### config.mk
export PLATFORM = sky130hd
export DESIGN_NAME = fetch_stage
export DESIGN_NICKNAME = d
export VERILOG_FILES = /design/src/rtl/fetch_stage.sv
export SDC_FILE = /design/constraint.sdc
export NUM_CORES = 1
export LEC_CHECK = 0
export CORE_MARGIN = 3
export CORE_UTILIZATION = 27
export CTS_BUF_LIST = sky130_fd_sc_hd__clkbuf_16
export CTS_CLUSTER_DIAMETER = 50
export DETAILED_ROUTE_END_ITERATION = 10
export SYNTH_ARGS = -nofsm -noshare
export SYNTH_HDL_FRONTEND = slang
export SYNTH_SLANG_ARGS = --single-unit
### constraint.sdc
create_clock -name clk -period 12.4 [get_ports clk]
set_input_delay 2.48 -clock clk [delete_from_list [all_inputs] [get_ports clk]]
set_output_delay 2.48 -clock clk [all_outputs]
set_load 0.02 [all_outputs]
### src/rtl/fetch_stage.sv
// Instruction-fetch stage: owns the PC, drives the imem req/ack handshake and
// holds the IF/ID pipeline register, including stall, flush and redirect handling.
module fetch_stage #(
    parameter logic [31:0] RESET_PC = 32'h0000_0000,
    parameter logic [31:0] NOP_INSN = 32'h0000_0013
) (
    input  logic        clk,
    input  logic        rst,
    input  logic        stall_F,
    input  logic        flush_D,
    input  logic        redirect,
    input  logic [31:0] redirect_pc,
    output logic        imem_req,
    output logic [31:0] imem_addr,
    input  logic        imem_ack,
    input  logic [31:0] imem_rdata,
    output logic [31:0] instr_D,
    output logic [31:0] pc_D,
    output logic [31:0] pc4_D,
    output logic        valid_D
);

    typedef enum logic [1:0] {
        ST_REQ  = 2'd0,
        ST_HOLD = 2'd1,
        ST_DROP = 2'd2
    } state_t;

    state_t      state_r;
    logic [31:0] pc_f_r;
    logic [31:0] tgt_r;
    logic [31:0] hold_insn_r;
    logic [31:0] hold_pc_r;

    logic        load_s;
    logic [31:0] load_insn_s;
    logic [31:0] load_pc_s;

    // Request is a function of state only; rst masks it so no request leaks during reset.
    assign imem_req  = !rst && (state_r != ST_HOLD);
    assign imem_addr = pc_f_r;

    // Select what IF/ID would load this cycle if nothing higher-priority intervenes.
    always_comb begin
        load_s      = 1'b0;
        load_insn_s = hold_insn_r;
        load_pc_s   = hold_pc_r;
        case (state_r)
            ST_REQ: begin
                load_s      = imem_ack;
                load_insn_s = imem_rdata;
                load_pc_s   = pc_f_r;
            end
            ST_HOLD: begin
                load_s      = 1'b1;
                load_insn_s = hold_insn_r;
                load_pc_s   = hold_pc_r;
            end
            ST_DROP: begin
                load_s      = 1'b0;
                load_insn_s = hold_insn_r;
                load_pc_s   = hold_pc_r;
            end
            default: begin
                load_s      = 1'b0;
                load_insn_s = hold_insn_r;
                load_pc_s   = hold_pc_r;
            end
        endcase
    end

    // Fetch FSM, program counter, redirect target and one-entry hold buffer.
    always_ff @(posedge clk or posedge rst) begin
        if (rst) begin
            state_r     <= ST_REQ;
            pc_f_r      <= RESET_PC;
            tgt_r       <= 32'h0000_0000;
            hold_insn_r <= 32'h0000_0000;
            hold_pc_r   <= 32'h0000_0000;
        end else if (redirect) begin
            hold_insn_r <= 32'h0000_0000;
            hold_pc_r   <= 32'h0000_0000;
            // An unacked request cannot be withdrawn: park the target and wait it out.
            if ((state_r != ST_HOLD) && !imem_ack) begin
                tgt_r   <= redirect_pc;
                state_r <= ST_DROP;
            end else begin
                pc_f_r  <= redirect_pc;
                state_r <= ST_REQ;
            end
        end else begin
            case (state_r)
                ST_REQ: begin
                    if (imem_ack) begin
                        pc_f_r <= pc_f_r + 32'd4;
                        if (stall_F) begin
                            hold_insn_r <= imem_rdata;
                            hold_pc_r   <= pc_f_r;
                            state_r     <= ST_HOLD;
                        end else begin
                            state_r <= ST_REQ;
                        end
                    end else begin
                        state_r <= ST_REQ;
                    end
                end
                ST_HOLD: begin
                    if (stall_F) begin
                        state_r <= ST_HOLD;
                    end else begin
                        state_r <= ST_REQ;
                    end
                end
                ST_DROP: begin
                    if (imem_ack) begin
                        pc_f_r  <= tgt_r;
                        state_r <= ST_REQ;
                    end else begin
                        state_r <= ST_DROP;
                    end
                end
                default: begin
                    state_r <= ST_REQ;
                end
            endcase
        end
    end

    // IF/ID register: redirect > flush > stall > load, otherwise a bubble.
    always_ff @(posedge clk or posedge rst) begin
        if (rst) begin
            instr_D <= NOP_INSN;
            pc_D    <= 32'h0000_0000;
            pc4_D   <= 32'h0000_0004;
            valid_D <= 1'b0;
        end else if (redirect || flush_D) begin
            instr_D <= NOP_INSN;
            valid_D <= 1'b0;
        end else if (stall_F) begin
            instr_D <= instr_D;
            valid_D <= valid_D;
        end else if (load_s) begin
            instr_D <= load_insn_s;
            pc_D    <= load_pc_s;
            pc4_D   <= load_pc_s + 32'd4;
            valid_D <= 1'b1;
        end else begin
            instr_D <= NOP_INSN;
            valid_D <= 1'b0;
        end
    end

endmodule
# == Word level (Yosys, flattened, before mapping) ==
# Cells that the tools add are included.
# totals
mem_count,0
inputBits,70
mem_bits_ro,0
latch_bits,0
reg_bits,227
mem_bits_rw,0
elab_cells,62
out_inout_bits,130
# op_classes
bitwise_logic,2
n_reduce_logical,14
n_lt_le_gt_ge,0
n_shift,0
n_eq_ne,7
mux,28
div,0
add_sub_neg,2
mul,0
# ops
operator,count
$mux W32,17
$add A32 B3 Y32 const B,2
$pmux W32 S2,1
$mux W2,3
$ne A3 B3 Y1 const B,2
$pmux W2 S3,1
$reduce_and A3 Y1,2
$reduce_bool A2 Y1,3
$mux W1,5
$ne A2 B1 Y1 const B,2
$reduce_and A4 Y1,1
$reduce_bool A3 Y1,1
$eq A2 B1 Y1 const B,1
$eq A2 B2 Y1 const B,1
$logic_and A1 B1 Y1,2
$logic_not A1 Y1,2
$logic_not A2 Y1,1
$ne A2 B2 Y1 const B,1
$not A1 Y1,2
$pmux W1 S2,1
$reduce_and A2 Y1,1
$logic_or A1 B1 Y1,1

# == Logic depth before layout (Yosys ltp) ==
# Gate-level depths: netlist of run 1.
# depth
ltp_word,5
depth_mapped,14
depth_no_buf,9

# == Worst setup path after synthesis of run 1 ==
# No wires, ideal clock.
# synth_path
kind,input -> output
startpoint,input port rst
endpoint,output port imem_req
t_arrival_ns,2.773
required_ns,9.920
path_stages,1
n_path_buf,0
slack_ns,7.147
cell_sequence,nor2_1
# synth_via
elab_chain_len,2
# synth_lines
item,line,rtl
start: declaration,8,"input logic rst,"
$logic_not A1 Y1 (no source line),--,
$logic_and A1 B1 Y1,40,assign imem_req = !rst && (state_r != ST_HOLD);
end: declaration,13,"output logic imem_req,"
# Every way passes these cells.

# == Final worst setup path of run 1 ==
# Same ends and word-level chain as after synthesis.

==> results.py, run 1 <==
metrics = {
    "run_status": {
        "status": "completed",
    },
    "critical_path": {
        "worstPathArrival_ns": 3.75,
        "worstPathRequired_ns": 9.92,
        "cp_max_fo": 2,
        "cp-start-kind": "input port",
        "worst-setup-path-type": "input port to primary output",
        "reg2reg_depth": 5,
        "setup.worst_path.end_class": "primary output",
    },
    "placed_design": {
        "place.gp.congestion": 0.806,
        "dpl.hpwl_um": 23400,
        "portBuffers": 199,
        "post-place-ws_ns": 6.18,
        "dp.cells": 1725,
    },
    "floorplanning": {
        "ios": 200,
        "core_area_um2": 39200,
        "die-area_um2": 42600,
        "fp.dieH_um": 206,
        "rows": 72,
        "die_x_um": 206,
        "start_util_pct": 27.7,
    },
    "sta": {
        "setup_ws_ns": 6.17,
        "fin_crit_sh_pct": 50.2,
        "clock_skew_ns": 0.0183,
        "worst_pin_slew_ns": 1.20,
        "setup-tns-final_ns": 0,
        "maxSlewHeadroom_pct": 20.0,
        "fmax_mhz": 161,
        "whs_ns": 0.459,
        "rsz0062_at_grt": "no",
        "setup_viol": 0,
        "maxSlewViolCount": 0,
        "fin_crit_ns": 6.23,
        "finalHoldViolCount": 0,
    },
    "route": {
        "first_pass_iters": 5,
        "drt_iter0_markers": 606,
        "num_vias": 8949,
        "ant_nets": 0,
        "viasPerCell": 5.02,
        "wl_per_cell_um": 19.0,
        "drt_wl_total_um": 33900,
        "drcViolationCount": 0,
    },
    "grt": {
        "use_met1_pct": 22.9,
        "grt_max_degree": 103,
        "gr-usage-met3_pct": 3.67,
        "grt_pass1_vias": 8957,
        "antenna_found_initial": 4,
        "globalRouteTotalUtil_pct": 15.8,
        "top_usage_layer": "met2",
        "grtUsageMet2_pct": 23.4,
        "grt.overflow.total": 0,
        "grt_pass1_wl_um": 53000,
    },
    "cts": {
        "cts_sinks": 225,
        "clk_pin_slew_ns": 0.06,
        "h-tree-depth": 1,
        "ctsHoldBuffers": 0,
        "cts_tree": "built",
        "cts_resized": 0,
        "cts_made_buffers": 31,
        "clk_latency_ns": 0.58,
        "cts.path.max_buffers": 3,
        "cts_root_buf": "clkbuf_16",
        "post_cts_buffers": 0,
    },
    "cells_and_area": {
        "layout-drive-gt1-share_pct": 9.49,
        "final_util_pct": 36.3,
        "final_nets": 1312,
        "syn_to_final_growth_pct": 31.3,
        "fin_cells": 1783,
    },
    "synth": {
        "syn_inst": 1085,
        "synth_nets": 1157,
        "syn_avg_cell_area_um2": 9.99,
        "synth_ff_type": "dfrtp_1",
        "synthArstFlopShare_pct": 100,
        "synthDistinctLibCells": 67,
        "synth-seq-cells": 225,
        "syn_area_um2": 10800,
        "yosys_warnings": 0,
        "seq_area_frac_synth_pct": 52.0,
        "synth_edf_count": 0,
    },
    "pwr": {
        "powerDensity_nw_per_um2": 164,
        "ir_drop_mv": 0.113,
        "power.static_leakage_nw": 5.98,
    },
    "worst_hold_path": {
        "min_path_cells": 2,
        "min_path_type": "flip-flop to flip-flop",
    },
    "flow_run": {
        "drv_cap": 0,
    },
}
[cells in the mapped netlist, drive strengths merged, types with 16 or more instances]
| library cell | n | area [um2] |
|---|---|---|
| xor2 | 25 | 219 |
| mux2i | 49 | 490 |
| a22o | 56 | 490 |
| o21ai | 110 | 551 |
| nand2 | 180 | 676 |
| a31oi | 16 | 100 |
| dfrtp | 221 | 5530 |
| mux2 | 38 | 432 |
| nand3 | 28 | 150 |
| clkbuf | 83 | 312 |
| a21oi | 38 | 190 |
| nor2 | 50 | 188 |
| nor3 | 16 | 80.1 |
[report_power, final]
| group | switching [mW] | internal [mW] | total [mW] |
|---|---|---|---|
| Clock | 0.348 | 0.479 | 0.827 |
| Combinational | 0.301 | 0.252 | 0.553 |
| Sequential | 0.113 | 0.836 | 0.949 |
| Total | 0.762 | 1.57 | 2.33 |
[final timing paths]
kind | startpoint | to | slack [ns]
setup / recovery | rst | imem_req | 6.17
hold / removal | pc4_D[2]$_DFFE_PP1P_ | pc4_D[2]$_DFFE_PP1P_ | 0.46
setup reg to reg | state_r[0]$_DFF_PP0_ | imem_addr[31]$_DFFE_PP0P_ | 9.00
hold reg to reg | pc4_D[2]$_DFFE_PP1P_ | pc4_D[2]$_DFFE_PP1P_ | 0.46
max in group asynchronous | rst | pc4_D[8]$_DFFE_PP0P_ | 7.70
min in group asynchronous | rst | tgt_r[3]$_DFFE_PP0N_ | 2.44
[metal layers]
layer / wire length, um / share of wire [%] / vias to the layer above
li1: - / - / 4232
met1: 15600 / 46 / 4319
met2: 14700 / 43 / 332
met3: 2610 / 7.7 / 60
met4: 967 / 2.9 / 6
met5: 41 / 0.12 / -
[final cells by class]
| type | count | area (um2) |
|---|---|---|
| Tap cell | 518 | 648 |
| Clock inverter | 26 | 185 |
| Multi-Input combinational cell | 761 | 4850 |
| Clock buffer | 31 | 776 |
| Fill cell | 3945 | 25000 |
| Timing Repair Buffer | 214 | 2100 |
| Inverter | 7 | 33.8 |
| Antenna cell | 1 | 2.50 |
| Sequential cell | 225 | 5640 |
[logic make-up after synthesis]
group | count (synthesis) | share of synthesized area [%]
adder cells (fa/ha/maj) | 2 | 0.231
flip-flops | 225 | 52.0
XOR/XNOR | 38 | 3.07
AO/OA/AOI/OAI | 296 | 18.1
buffers and inverters | 99 | 3.59
multiplexers | 87 | 8.50
AND/OR/NAND/NOR | 338 | 14.5
[critical path, stage by stage]
cell and delay, ns:
clkdlybuf4s50_1 0.51, nor2_1 0.15, clkdlybuf4s50_1 0.61
[flip-flops by register name, indices dropped and copies added (netlist names)]
register     cells
hold_insn_r     32
hold_pc_r       32
imem_addr       32
instr_D         32
pc4_D           30
pc_D            32
state_r          2
tgt_r           32
valid_D          1
[through the flow]
stage	cell area (um2)	power, mW
final	14200	2.33
after global routing	14200	2.45
after CTS	14200	2.36
after detailed placement	13300	1.52
after global placement	13300	1.51
after floorplan	10800	1.23
[layout by cell type (no fill, tap or decap), drive strengths merged, types with 5 or more instances in the layout]
cell type	instances
a211oi	8
a21oi	38
a22o	56
a31oi	16
a32o	12
and2	6
and3	14
buf	16
clkbuf	31
clkdlybuf4s50	198
clkinv	13
dfrtp	221
inv	18
mux2	38
mux2i	49
nand2	180
nand3	28
nand4	5
nor2	50
nor3	16
nor4	6
o211ai	14
o21ai	110
o31ai	5
or3	6
or4bb	5
xnor2	13
xor2	25
Note: power is estimated with default switching activity, not from simulation.
==> run 2: changes to the inputs <==
clock period = 6.31 ns   (was 12.4 ns; I/O delays follow)
==> run 2 against run 1 <==
Net effect: clock power rose by 92%; largest power group unchanged; clock skew is 0.0063 ns higher; wire length is 0.40% lower; sequential power is 97% higher; highest routed layer unchanged; die area did not move; final area down 0.31%; sequential cell count stayed put; global-route usage down 0.46 points.
==> results.py, run 2 (synthesis results as in run 1) <==
metrics = {
    "run_status": {
        "status": "completed",
    },
    "worst_hold_path": {
        "min_path_type": "flip-flop to flip-flop",
        "min_from": "pc4_D[2]$_DFFE_PP1P_",
    },
    "critical_path": {
        "reg2reg_depth": 8,
        "setup.worst_path.end_class": "primary output",
        "cp_max_fo": 2,
        "worst-setup-path-type": "input port to primary output",
        "critPathLaunch": "rst",
        "worstPathArrival_ns": 2.44,
        "r2r_slack_ns": 2.91,
        "endpoint": "imem_req",
        "r2r-start": "state_r[1]$_DFF_PP0_",
        "worstPathRequired_ns": 5.05,
        "cp-start-kind": "input port",
        "r2r-end": "pc4_D[30]$_DFFE_PP0P_",
    },
    "grt": {
        "grt_pass1_vias": 8496,
        "antenna_found_initial": 2,
        "grtUsageMet2_pct": 22.5,
        "gr-usage-met3_pct": 2.76,
        "use_met1_pct": 23.2,
        "grt_max_degree": 173,
        "grt.overflow.total": 0,
        "globalRouteTotalUtil_pct": 15.3,
        "grt_pass1_wl_um": 51400,
        "top_usage_layer": "met1",
    },
    "cells_and_area": {
        "stdcell_area_um2": 14200,
        "final_nets": 1308,
        "antenna_cells": 0,
        "syn_to_final_growth_pct": 30.9,
        "fillers": 3910,
        "final_cell_mix": "dfrtp_1, clkdlybuf4s50_1, nand2_1, o21ai_0, a22o_1",
        "final_common_cell": "dfrtp_1",
        "layout-drive-gt1-share_pct": 9.23,
    },
    "pwr": {
        "power_frac_comb_pct": 23.9,
        "pwr-share-seq_pct": 41.2,
        "p_sw_mw": 1.45,
        "power_mw": 4.54,
        "power.static_leakage_nw": 5.94,
        "ir_drop_mv": 0.182,
        "internal_power_mw": 3.09,
        "p_sw_share_pct": 32.0,
        "pwr-share-clk_pct": 34.9,
        "powerDensity_nw_per_um2": 320,
    },
    "cts": {
        "cts_made_buffers": 27,
        "post_cts_buffers": 0,
        "cts_tree": "built",
        "cts_sinks": 225,
        "cts_root_buf": "clkbuf_16",
        "ctsHoldBuffers": 0,
        "cts_resized": 0,
        "h-tree-depth": 1,
        "clk_latency_ns": 0.55,
        "cts.path.max_buffers": 3,
        "clk_pin_slew_ns": 0.06,
    },
    "floorplanning": {
        "fp.dieH_um": 206,
        "ios": 200,
        "die-area_um2": 42600,
        "die_x_um": 206,
        "rows": 72,
        "start_util_pct": 27.7,
        "core_area_um2": 39200,
    },
    "sta": {
        "fin_crit_ns": 3.71,
        "worst_pin_slew_ns": 1.13,
        "rsz0062_at_grt": "no",
        "setup_viol": 0,
        "setup_ws_ns": 2.60,
        "whs_ns": 0.460,
        "maxSlewViolCount": 0,
        "setup-tns-final_ns": 0,
        "fin_crit_sh_pct": 58.7,
        "fmax_mhz": 270,
        "clock_skew_ns": 0.0246,
        "finalHoldViolCount": 0,
        "maxSlewHeadroom_pct": 24.8,
    },
    "placed_design": {
        "placed_area_um2": 13300,
        "portBuffers": 199,
        "place.gp.congestion": 0.836,
        "dpl.hpwl_um": 23200,
        "post-place-ws_ns": 2.40,
    },
    "route": {
        "first_pass_iters": 5,
        "drt_wl_total_um": 33800,
        "viasPerCell": 5.01,
        "drt_iter0_markers": 677,
        "wl_per_cell_um": 19.0,
        "num_vias": 8900,
        "drcViolationCount": 0,
        "ant_nets": 0,
    },
    "flow_run": {
        "drv_cap": 0,
    },
}
## run 2: final cells by class
type                       instances  area (um2)  area share, %
clock buffer                      27         676           4.76
clock inverter                    23         235           1.66
inverter                           7        30.0          0.212
multi-input combinational        761        4850           34.2
sequential                       225        5640           39.7
tap                              518         648           4.57
timing repair buffer             214        2110           14.9
## run 2: critical path, cell delays in order
cell             delay (ns)
clkdlybuf4s50_1        0.45
nor2_1                 0.12
clkdlybuf4s50_1        0.61
## run 2: how the worst min path moves through the flow
stage	to	slack, ns	cells past startpoint
2_1_floorplan	hold_insn_r[10]$_DFFE_PP0P_	0.47	1
3_3_place_gp	pc4_D[2]$_DFFE_PP1P_	0.45	2
3_5_place_dp	pc4_D[2]$_DFFE_PP1P_	0.45	2
4_1_cts	pc4_D[2]$_DFFE_PP1P_	0.46	2
5_1_grt	pc4_D[2]$_DFFE_PP1P_	0.49	2
6_report	pc4_D[2]$_DFFE_PP1P_	0.46	2
## run 2: metrics by stage
stage / std cells / utilization (%)
finish: 1775 / 36.2
floorplan: 1085 / -
detailed placement: 1725 / 33.9
global route: 1775 / 36.2
global placement: 1725 / 33.9
CTS: 1775 / 36.2
## run 2: power groups by stage
stage               sequential, mW  clock (mW)  combinational, mW
global placement              1.89           0               1.08
global route                  1.90        1.68               1.18
CTS                           1.87        1.63               1.10
detailed placement            1.90           0               1.10
floorplan                     1.97           0              0.451
finish                        1.87        1.59               1.08
## run 2: routing by layer
metal	share of wire [%]	vias up
met4	2.1	4
li1	-	4192
met2	44	314
met1	47	4344
met5	0.083	-
met3	7.0	46
